**config.mk**
```make
export PLATFORM = sky130hd
export DESIGN_NAME = sort_ctrl_flat
export DESIGN_NICKNAME = d
export VERILOG_FILES = /design/src/rtl/sort_ctrl_if.sv /design/src/rtl/sort_ctrl.sv /design/src/flat_wrapper.sv
export SDC_FILE = /design/constraint.sdc
export NUM_CORES = 1
export LEC_CHECK = 0
export ABC_AREA = 1
export BUFFER_PORTS_ARGS = -buffer_cell sky130_fd_sc_hd__buf_2
export CORE_AREA = 4 4 201 203
export DETAILED_ROUTE_END_ITERATION = 8
export DIE_AREA = 0 0 205 207
export SLEW_MARGIN = 40
export SYNTH_ARGS = -nofsm -noshare
export SYNTH_HDL_FRONTEND = slang
export SYNTH_SLANG_ARGS = --single-unit
```
**constraint.sdc**
```tcl
create_clock -name clk -period 11.4 [get_ports clk]
set_clock_uncertainty 0.2 [all_clocks]
set_input_delay 2.28 -clock clk [delete_from_list [all_inputs] [get_ports clk]]
set_output_delay 2.28 -clock clk [all_outputs]
set_load 0.02 [all_outputs]
```
**src/rtl/sort_ctrl_if.sv**
```systemverilog
// Word streams around the sort controller: block intake upstream and
// sorted replay downstream, both valid/ready.
interface sort_ctrl_if #(parameter int WIDTH = 32);
   logic [WIDTH-1:0] in_data;
   logic             in_valid;
   logic             in_ready;
   logic [WIDTH-1:0] out_data;
   logic             out_valid;
   logic             out_ready;
   logic             out_last;

   modport slave  (input  in_data, in_valid, out_ready,
                   output in_ready, out_data, out_valid, out_last);
   modport master (output in_data, in_valid, out_ready,
                   input  in_ready, out_data, out_valid, out_last);
endinterface

```
**src/rtl/sort_ctrl.sv**
```systemverilog
// Buffers one block, resets and feeds the systolic sort core on its
// two-cycle intake schedule, collects the serial result and replays it.
module sort_ctrl #(
   parameter int SIZE    = 8,
   parameter int WIDTH   = 32,
   parameter int TIMEOUT = 8*SIZE+16
) (
   input  logic             clk,
   input  logic             rst_n,
   sort_ctrl_if.slave       st,
   output logic             core_rst_n,
   output logic [WIDTH-1:0] core_d,
   input  logic [WIDTH-1:0] core_q,
   input  logic             core_active_input,
   input  logic             core_active_output,
   output logic             busy,
   output logic             err
);
   localparam int CW = $clog2(SIZE+1);
   localparam int IW = (SIZE > 1) ? $clog2(SIZE) : 1;
   localparam int TW = $clog2(TIMEOUT+1);
   localparam logic [CW-1:0] LAST  = CW'(SIZE-1);
   localparam logic [TW-1:0] TLAST = TW'(TIMEOUT-1);

   typedef enum logic [2:0] {FILL, KICK, FEED, WAIT_OUT, COLLECT, DRAIN} state_t;
   state_t state, state_d;

   logic [SIZE-1:0][WIDTH-1:0] mem;
   logic [CW-1:0] wcnt, rcnt, ocnt, fidx;
   logic [TW-1:0] tcnt;
   logic          ph, started;
   logic          in_acc, out_acc, res_wr, tmo, err_c;

   always_comb begin
      state_d = state;
      err_c   = 1'b0;
      in_acc  = (state == FILL) && st.in_valid;
      out_acc = (state == DRAIN) && st.out_ready;
      res_wr  = ((state == WAIT_OUT) || (state == COLLECT)) && core_active_output;
      tmo     = ((state == FEED) || (state == WAIT_OUT)) && (tcnt == TLAST);
      case (state)
         FILL:     if (in_acc && (wcnt == LAST)) state_d = KICK;
         KICK:     state_d = FEED;
         FEED: begin
            if (tmo) begin
               err_c   = 1'b1;
               state_d = FILL;
            end else if (started && ph && (fidx == LAST)) begin
               state_d = WAIT_OUT;
            end
         end
         // a result arriving on the timeout cycle still counts as in time
         WAIT_OUT: begin
            if (core_active_output) begin
               state_d = (SIZE == 1) ? DRAIN : COLLECT;
            end else if (tmo) begin
               err_c   = 1'b1;
               state_d = FILL;
            end
         end
         COLLECT: begin
            if (!core_active_output) begin
               err_c   = 1'b1;
               state_d = FILL;
            end else if (rcnt == LAST) begin
               state_d = DRAIN;
            end
         end
         DRAIN:    if (out_acc && (ocnt == LAST)) state_d = FILL;
         default:  state_d = FILL;
      endcase
   end

   always_ff @(posedge clk) begin
      if (!rst_n) begin
         state   <= FILL;
         wcnt    <= '0;
         rcnt    <= '0;
         ocnt    <= '0;
         fidx    <= '0;
         tcnt    <= '0;
         ph      <= 1'b0;
         started <= 1'b0;
      end else begin
         state <= state_d;
         case (state)
            FILL: if (in_acc) wcnt <= wcnt + 1'b1;
            // every block starts from clean counters here
            KICK: begin
               wcnt    <= '0;
               rcnt    <= '0;
               ocnt    <= '0;
               fidx    <= '0;
               tcnt    <= '0;
               ph      <= 1'b0;
               started <= 1'b0;
            end
            FEED: begin
               tcnt <= tcnt + 1'b1;
               if (!started) begin
                  started <= core_active_input;
               end else begin
                  ph <= ~ph;
                  if (ph) fidx <= fidx + 1'b1;
               end
            end
            WAIT_OUT: begin
               tcnt <= tcnt + 1'b1;
               if (res_wr) rcnt <= rcnt + 1'b1;
            end
            COLLECT: if (res_wr) rcnt <= rcnt + 1'b1;
            DRAIN:   if (out_acc) ocnt <= ocnt + 1'b1;
            default: ;
         endcase
      end
   end

   // one buffer serves both the raw block and the sorted result
   always_ff @(posedge clk) begin
      if (in_acc)      mem[wcnt[IW-1:0]] <= st.in_data;
      else if (res_wr) mem[rcnt[IW-1:0]] <= core_q;
   end

   assign st.in_ready  = rst_n && (state == FILL);
   assign st.out_valid = rst_n && (state == DRAIN);
   assign st.out_data  = st.out_valid ? mem[ocnt[IW-1:0]] : '0;
   assign st.out_last  = st.out_valid && (ocnt == LAST);
   assign core_rst_n   = rst_n && (state != KICK);
   assign core_d       = (rst_n && (state == FEED) && started) ? mem[fidx[IW-1:0]] : '0;
   assign busy         = rst_n && (state != FILL);
   assign err          = rst_n && err_c;
endmodule
```
**src/flat_wrapper.sv**
```systemverilog
// flat-port wrapper written by rule: the top's interface ports become plain ports
module sort_ctrl_flat 
#(
   parameter int SIZE    = 8,
   parameter int WIDTH   = 32,
   parameter int TIMEOUT = 8*SIZE+16
)
  (clk, rst_n, core_rst_n, core_d, core_q, core_active_input, core_active_output, busy, err, st_in_data, st_in_valid, st_out_ready, st_in_ready, st_out_data, st_out_valid, st_out_last);
  sort_ctrl_if #(.WIDTH(WIDTH)) st_i ();
  input  logic clk;
  input  logic rst_n;
  output logic core_rst_n;
  output logic [WIDTH-1:0] core_d;
  input  logic [WIDTH-1:0] core_q;
  input  logic core_active_input;
  input  logic core_active_output;
  output logic busy;
  output logic err;
  input wire logic [$bits(st_i.in_data)-1:0] st_in_data;
  input wire logic [$bits(st_i.in_valid)-1:0] st_in_valid;
  input wire logic [$bits(st_i.out_ready)-1:0] st_out_ready;
  output wire logic [$bits(st_i.in_ready)-1:0] st_in_ready;
  output wire logic [$bits(st_i.out_data)-1:0] st_out_data;
  output wire logic [$bits(st_i.out_valid)-1:0] st_out_valid;
  output wire logic [$bits(st_i.out_last)-1:0] st_out_last;
  assign st_i.in_data = st_in_data;
  assign st_i.in_valid = st_in_valid;
  assign st_i.out_ready = st_out_ready;
  assign st_in_ready = st_i.in_ready;
  assign st_out_data = st_i.out_data;
  assign st_out_valid = st_i.out_valid;
  assign st_out_last = st_i.out_last;
  sort_ctrl #(.SIZE(SIZE), .WIDTH(WIDTH), .TIMEOUT(TIMEOUT)) u_core (.clk(clk), .rst_n(rst_n), .st(st_i), .core_rst_n(core_rst_n), .core_d(core_d), .core_q(core_q), .core_active_input(core_active_input), .core_active_output(core_active_output), .busy(busy), .err(err));
endmodule
```
==> impl_metrics.tcl, run 1 <==
set metrics [dict create \
    core_um2 38500 \
    hold_class "reg -> reg" \
    num-nets-final 2052 \
    yosysWarnings 0 \
    max-slew-margin-rel_pct 39.5 \
    htreeDepth 1 \
    dpl_worst_slack_ns 4.45 \
    antenna_found_initial 0 \
    crit_arrival_ns 4.46 \
    fin_crit_ns 6.94 \
    port_buffers 139 \
    r2r-end "u_core.mem[98]" \
    ir_drop_mv 0.135 \
    min_to "u_core.fidx[3]" \
    max_slew.worst_pin.slew_ns 0.906 \
    ant_nets 0 \
    synth_ff_type "edfxtp_1" \
    n_antenna_cell 0 \
    reg2reg_from "u_core.state[1]" \
    cts_root_buffer "clkbuf_16" \
    ioPinCount 140 \
    worst-setup-path-type "in -> out" \
    post-cts-setup-buffers 0 \
    ys_seq_area_share_pct 51.3 \
    fin_tns_setup_ns 0 \
    synthAdderAreaFrac_pct 0.389 \
    grt_max_degree 93 \
    synthesis.nets 2002 \
    syn2layout_area_growth_pct 13.1 \
    rows 72 \
    fmax_mhz 144 \
    grt.total_usage_pct 26.8 \
    drt_iter0_drc 2300 \
    whs_ns 0.291 \
    synth_cells 1927 \
    fp.dieArea_um2 42400 \
    overflow 0 \
    syn_area_per_cell_um2 8.35 \
    drc 0 \
    cts_resized 0 \
    cts_sinks 284 \
    ctsHoldBuffers 0 \
    p_leak_nw 6.86 \
    drive_gt1_share_pct 12.3 \
    die_w_um 205 \
    routed_wl_um 59500 \
    switching_power_mw 1.06 \
    outcome "complete, no violations" \
    synthSimpleGateAreaFrac_pct 14.9 \
    holdPathStages 2 \
    synth_compound_area_share_pct 25.1 \
    cts_buffers 31 \
    setup_slack_ns 4.46 \
    setup_viol 0 \
    synth_enable_flop_cells 256 \
    power_mw 3.23 \
    first_pass_iters 8 \
    cp_max_fo 20 \
    synth.top_cells.by_area "edfxtp_1 48%, o22ai_1 11%, o21ai_0 7.6%" \
    vias 15653 \
    ff2ff_setup_slack_ns 8.31 \
    yosysTopAreaCell "edfxtp_1" \
    synth_top_family_by_area "compound AO/OA/AOI/OAI gates" \
    ys_types 34 \
    power_density_nw_per_um2 177 \
    maxCapViolCount 0 \
    required_ns 8.92 \
    period_share_pct 60.8 \
    hp-start "u_core.fidx[3]" \
    dp.final_hpwl_um 33000 \
    initial_core_util_pct 41.8 \
    synth.mux.area_fraction_pct 0 \
    cp-start-kind "input pin" \
    seqPwrFrac_pct 42.0 \
    p_int_mw 2.17 \
    grt_pass1_wl_um 89100 \
    r2r_cells 7 \
    cts.clk_slew.worst_paths_ns 0.06 \
    hold_viol_final 0 \
    synthXorXnorAreaFrac_pct 0.163 \
    crit_path_end_kind "primary output" \
    clock_power_share_pct 33.2 \
    synth_top_area_share_pct 47.8 \
    synthArstFlopShare_pct 0 \
    finalMaxSlewViolations 0 \
    die_h_um 207 \
    netlist_area_um2 16100 \
    power_switching_share_pct 32.9 \
    routed_via_density 6.21 \
    cts_tree "done" \
    grt_pass1_vias 15140 \
    clockBufferDepth 3 \
    wl_per_cell_um 23.6 \
    insertion_delay_ns 0.56 \
    synth-seq-cells 284 \
    combPwrFrac_pct 24.8 \
    rsz0062_at_grt "false" \
    routabilityCongestion 0.819 \
    fin_util_pct 47.3 \
]
cells in the mapped netlist, types with 3 or more instances:
cell	instances
nor2_1	162
clkbuf_1	73
buf_2	76
o22ai_1	279
nand2_1	272
edfxtp_1	256
o21ai_0	244
dfxtp_1	28
a21oi_1	183
ha_1	5
o21ai_1	14
inv_2	4
xor2_1	3
nand3_1	88
nor3_1	39
buf_1	9
inv_1	158
nand2_2	4
a31oi_1	3
nand4_1	9
critical path: stages:
cell and delay (ns):
buf_2 0.22, inv_1 0.32, nor2_2 0.74, buf_4 0.41, nand2_1 0.10, a31oi_1 0.16
buf_2 0.19
worst max-delay path by stage:
stage | startpoint | end | slack, ns | depth (start not counted)
2_1_floorplan | rst_n | st_out_data[21] | 5.75 | 5
3_3_place_gp | rst_n | st_out_data[25] | 4.54 | 7
3_5_place_dp | rst_n | st_out_data[29] | 4.45 | 7
4_1_cts | rst_n | st_out_data[29] | 4.46 | 7
5_1_grt | rst_n | st_out_data[23] | 4.26 | 7
6_report | rst_n | st_out_data[31] | 4.46 | 7
cells by family (layout without fill, tap and decap cells):
kind of cell | count (synthesis) | in the layout
AO/OA/AOI/OAI | 731 | 731
XOR/XNOR | 3 | 3
adder cells (fa/ha/maj) | 5 | 5
buffers and inverters | 323 | 398
flip-flops | 284 | 284
AND/OR/NAND/NOR | 581 | 581
final cells by class:
type                    count  area (um2)
repair buffers            177         992
fillers                  3751       20300
multi-input cells        1320        6620
flip-flops and latches    284        8260
inverters                 163         613
clock buffers              35         791
clock inverters            23         282
well taps                 518         648
power by group through the flow:
| stage | registers, mW | clock network (mW) | logic (mW) |
|---|---|---|---|
| final | 1.36 | 1.07 | 0.801 |
| after global routing | 1.37 | 1.12 | 0.871 |
| after CTS | 1.35 | 1.08 | 0.786 |
| after detailed placement | 1.38 | 0 | 0.782 |
| after global placement | 1.37 | 0 | 0.781 |
| after floorplan | 1.36 | 0 | 0.517 |
sequential cells by signal, indices dropped and copies added (netlist names):
register	count
u_core.state	3
u_core.rcnt	4
u_core.started	1
u_core.ocnt	4
u_core.tcnt	7
u_core.wcnt	4
u_core.mem	256
u_core.fidx	4
u_core.ph	1
routing by layer:
metal,track usage (%),up-vias,share of wire [%]
met3,3.47,172,11
met1,36.5,7404,39
met5,0,-,0
met2,42.9,1000,46
li1,-,7077,-
met4,11.4,0,3.9
cells in the final DEF (no fill, tap or decap), types with 39 or more instances in the layout:
| cell type | n |
|---|---|
| o22ai_1 | 279 |
| nand2_1 | 272 |
| edfxtp_1 | 256 |
| o21ai_0 | 239 |
| a21oi_1 | 181 |
| nor2_1 | 162 |
| inv_1 | 156 |
| buf_2 | 139 |
| nand3_1 | 87 |
| nor3_1 | 39 |
metrics by stage:
| stage | instance area, um2 | instances |
|---|---|---|
| after detailed placement | 17100 | 2462 |
| after global placement | 17100 | 2462 |
| after CTS | 18200 | 2520 |
| final | 18200 | 2520 |
| after global routing | 18200 | 2520 |
| after floorplan | 16100 | 1927 |
Note: power is estimated with default switching activity, not from simulation.
==> run 2, diff against run 1 <==
==> constraint.sdc (replaced) <==
create_clock -name clk -period 6.2 [get_ports clk]
set_clock_uncertainty 0.2 [all_clocks]
set_input_delay 1.24 -clock clk [delete_from_list [all_inputs] [get_ports clk]]
set_output_delay 1.24 -clock clk [all_outputs]
set_load 0.02 [all_outputs]
==> run 2 against run 1 <==
  * Combinational power is 86% higher
  * Global-route usage is 0.60 points higher
  * Via count is 0.17% higher
  * Largest power group unchanged
==> impl_metrics.tcl, run 2 (synthesis gave the netlist of run 1 again) <==
set metrics [dict create \
    outcome "complete, no violations" \
    timing.critical_path.mode_cell "buf_2" \
    routabilityCongestion 0.836 \
    ctsHoldBuffers 0 \
    p_leak_nw 6.84 \
    fmax_mhz 209 \
    wl_per_cell_um 24.0 \
    syn2layout_area_growth_pct 12.7 \
    clockBufferDepth 3 \
    cp_cell_sequence "buf_2 -> inv_1 -> nor2_2 -> buf_4 -> o21ai_1 -> nor2_1 -> buf_2" \
    layout_common_cells "279 x o22ai_1, 272 x nand2_1, 256 x edfxtp_1" \
    hold_viol_final 0 \
    finalMaxSlewViolations 0 \
    finish.instance_area_um2 18100 \
    crit_arrival_ns 3.34 \
    routed_via_density 6.21 \
    fin_tns_setup_ns 0 \
    cp_max_fo 16 \
    dp.final_hpwl_um 33900 \
    grt_pass1_vias 15019 \
    max_slew.worst_pin.slew_ns 0.843 \
    port_buffers 139 \
    drt_iter0_drc 1957 \
    n_antenna_cell 0 \
    mostFrequentLayoutCell "o22ai_1" \
    num-nets-final 2056 \
    max_stage_delay_ns 0.59 \
    critical_path.slowest_cell "nor2_2" \
    setup_viol 0 \
    dpl_worst_slack_ns 1.48 \
    initial_core_util_pct 41.8 \
    rsz0062_at_grt "false" \
    overflow 0 \
    ir_drop_mv 0.241 \
    drc 0 \
    power_density_nw_per_um2 314 \
    die_w_um 205 \
    cts_root_buffer "clkbuf_16" \
    ioPinCount 140 \
    worst-setup-path-type "in -> out" \
    rows 72 \
    fp.dieArea_um2 42400 \
    required_ns 4.76 \
    vias 15679 \
    whs_ns 0.283 \
    cts_buffers 30 \
    die_h_um 207 \
    dpl_cell_area_um2 17200 \
    cts.clk_slew.worst_paths_ns 0.06 \
    largest_reg_flops 256 \
    grt_pass1_wl_um 90200 \
    cts_sinks 284 \
    core_um2 38500 \
    setup_slack_ns 1.42 \
    fillers 3763 \
    placed_cells 2467 \
    cp-start-kind "input pin" \
    first_pass_iters 6 \
    antenna_found_initial 1 \
    post-cts-setup-buffers 0 \
    cts_resized 0 \
    final_cells 2523 \
    fin_crit_ns 4.78 \
    grt.total_usage_pct 27.3 \
    hold_class "reg -> reg" \
    maxCapViolCount 0 \
    crit_path_end_kind "primary output" \
    max-slew-margin-rel_pct 43.8 \
    cts_tree "done" \
    routed_wl_um 60700 \
    insertion_delay_ns 0.57 \
    drive_gt1_share_pct 12.7 \
    grt_max_degree 83 \
    htreeDepth 1 \
    period_share_pct 77.2 \
    ant_nets 0 \
]
-- run 2: stage by stage --
stage          utilization (%)  power (mW)
2_1_floorplan                -        3.45
3_3_place_gp              44.6        3.96
3_5_place_dp              44.7        3.98
4_1_cts                   47.1        5.67
5_1_grt                   47.1        5.93
6_report                  47.1        5.70
-- run 2: final timing paths --
| kind | from | endpoint | slack [ns] | cells past startpoint |
|---|---|---|---|---|
| setup / recovery | rst_n | st_out_data[20] | 1.42 | 7 |
| hold / removal | u_core.fidx[3] | u_core.fidx[3] | 0.28 | 2 |
| setup reg to reg | u_core.state[0] | u_core.mem[74] | 2.78 | 9 |
| hold reg to reg | u_core.fidx[3] | u_core.fidx[3] | 0.28 | 2 |
-- run 2: area by class of cell --
cell class,instances,area [um2],share of cell area [%]
multi-input combinational,1320,6620,36.5
clock inverter,22,131,0.725
clock buffer,34,787,4.34
sequential,284,8260,45.6
timing repair buffer,182,1070,5.88
inverter,163,618,3.41
tap,518,648,3.57
-- run 2: worst max-delay path, delay by kind of cell --
family | cells | cell delay (ns)
AOI/OAI and AO/OA | 1 | 0.14
buffers and inverters | 4 | 1.11
and+or+nand+nor | 2 | 0.84
-- run 2: metal layers --
| metal | GRT usage [%] | wire, um |
|---|---|---|
| met5 | 0 | 13 |
| met4 | 12.2 | 2800 |
| met3 | 4.63 | 6380 |
| met2 | 42.9 | 27500 |
| met1 | 37.3 | 24000 |
-- run 2: power breakdown --
part	internal [mW]	switching, mW
Sequential	2.39	0.105
Clock	0.947	0.770
Combinational	0.410	1.08
==> run 3, diff against run 2 <==
==> constraint.sdc (replaced) <==
create_clock -name clk -period 4.1 [get_ports clk]
set_clock_uncertainty 0.2 [all_clocks]
set_input_delay 0.82 -clock clk [delete_from_list [all_inputs] [get_ports clk]]
set_output_delay 0.82 -clock clk [all_outputs]
set_load 0.02 [all_outputs]
==> run 3 against run 2 <==
  * Register-to-register slack lost 1.6 ns
  * Hold slack lost 0.0024 ns
  * Core utilization grew 0.79 points
  * Total power grew 56%
  * Routed wire length shrank 1.5%
  * Die area is the same
  * Final cell count grew 0.52%
  * Critical path type is now reg -> out
  * Combinational power grew 47%
  * Final area grew 1.7%
==> impl_metrics.tcl, run 3 (synthesis gave the netlist of run 1 again) <==
set metrics [dict create \
    fin_tns_setup_ns 0 \
    cts_buffers 31 \
    seqPwrFrac_pct 42.4 \
    switching_power_mw 2.90 \
    holdPathStages 2 \
    cts_resized 0 \
    fp.dieArea_um2 42400 \
    fin_crit_ns 3.85 \
    drive_gt1_share_pct 13.5 \
    initial_core_util_pct 41.8 \
    cts_root_buffer "clkbuf_16" \
    worst-setup-path-type "reg -> out" \
    die_h_um 207 \
    vias 15759 \
    antenna_found_initial 0 \
    cts_sinks 284 \
    timing.critical_path.mode_cell "inv_1" \
    ctsHoldBuffers 0 \
    drc 0 \
    combPwrFrac_pct 24.6 \
    num-nets-final 2070 \
    dp.final_hpwl_um 34200 \
    dpl_cell_area_um2 17400 \
    cp_num_cells 8 \
    layout_common_cells "279 x o22ai_1, 272 x nand2_1, 256 x edfxtp_1" \
    routed_wl_um 59800 \
    wl_per_cell_um 23.6 \
    r2r_cells 8 \
    cts.clk_slew.worst_paths_ns 0.06 \
    clock_power_share_pct 33.0 \
    register_area_um2 8260 \
    multi_input_area_um2 6610 \
    grt_pass1_wl_um 90100 \
    p_int_mw 5.98 \
    power_density_nw_per_um2 482 \
    largest_reg_flops 256 \
    die_w_um 205 \
    finish.instance_area_um2 18400 \
    ir_drop_mv 0.335 \
    overflow 0 \
    ioPinCount 140 \
    max_stage_delay_ns 0.49 \
    fmax_mhz 260 \
    grt.total_usage_pct 26.9 \
    core_um2 38500 \
    maxCapViolCount 0 \
    cp-start-kind "flop" \
    required_ns 3.08 \
    syn2layout_area_growth_pct 14.6 \
    max_slew.worst_pin.slew_ns 0.758 \
    rsz0062_at_grt "false" \
    grt_pass1_vias 15445 \
    outcome "complete, no violations" \
    grt_max_degree 139 \
    setup_slack_ns 0.254 \
    clockBufferDepth 3 \
    hold_viol_final 0 \
    first_pass_iters 6 \
    finalMaxSlewViolations 0 \
    setup_viol 0 \
    drt_iter0_drc 2137 \
    cp_max_fo 13 \
    period_share_pct 93.8 \
    port_buffers 139 \
    critical_path.slowest_cell "nor3_1" \
    hold_class "reg -> reg" \
    htreeDepth 1 \
    fillers 3657 \
    whs_ns 0.281 \
    rows 72 \
    routed_via_density 6.21 \
    ant_nets 0 \
    p_leak_nw 6.98 \
    mostFrequentLayoutCell "o22ai_1" \
    power_switching_share_pct 32.7 \
    crit_path_end_kind "primary output" \
    crit_arrival_ns 2.83 \
    max-slew-margin-rel_pct 49.2 \
    path_delay_family "simple AND/OR/NAND/NOR gates" \
    fin_util_pct 47.9 \
    n_antenna_cell 0 \
    cp_cell_sequence "inv_1 -> nor2_1 -> nand2_1 -> inv_1 -> nand3_2 -> buf_4 -> nor3_1 -> buf_2" \
    routabilityCongestion 0.868 \
    insertion_delay_ns 0.56 \
    cts_tree "done" \
    dpl_worst_slack_ns 0.678 \
    post-cts-setup-buffers 0 \
    crit_buf_inv 4 \
]
==> run 3: layer usage <==
layer  GRT usage [%]  part of all wire, %  vias up
li1                -                    -     7103
met4            12.1                  4.5        0
met1            36.5                   39     7440
met2            42.5                   46     1033
met5               0                    0        -
met3            4.32                   11      183
==> run 3: worst paths after layout <==
| path | start | end | slack, ns |
|---|---|---|---|
| hold / removal | u_core.fidx[3] | u_core.fidx[3] | 0.28 |
| setup reg to reg | u_core.state[1] | u_core.mem[40] | 1.14 |
| hold reg to reg | u_core.fidx[3] | u_core.fidx[3] | 0.28 |
| setup / recovery | u_core.state[1] | core_d[20] | 0.25 |
==> run 3: tightest hold or removal path, stage by stage (launching register included) <==
cell and delay [ns]:
dfxtp_1 0.31, o21ai_0 0.07, a21oi_1 0.06
==> run 3: final cells by class <==
| type | count | share of cell area (%) |
|---|---|---|
| sequential | 284 | 44.8 |
| multi-input combinational | 1320 | 35.9 |
| timing repair buffer | 195 | 6.77 |
| clock buffer | 33 | 4.25 |
| tap | 518 | 3.52 |
| inverter | 163 | 3.33 |
| clock inverter | 23 | 1.46 |
==> run 3: power groups by stage <==
stage,registers [mW],clock network [mW],logic [mW]
6_report,3.76,2.93,2.19
2_1_floorplan,3.78,0,1.44
4_1_cts,3.76,2.94,2.13
3_5_place_dp,3.82,0,2.12
3_3_place_gp,3.80,0,2.10
5_1_grt,3.79,3.06,2.38
==> run 3: through the flow <==
stage | instances | power, mW
floorplan | 1927 | 5.22
finish | 2536 | 8.88
detailed placement | 2479 | 5.94
CTS | 2535 | 8.83
global route | 2536 | 9.24
global placement | 2478 | 5.90
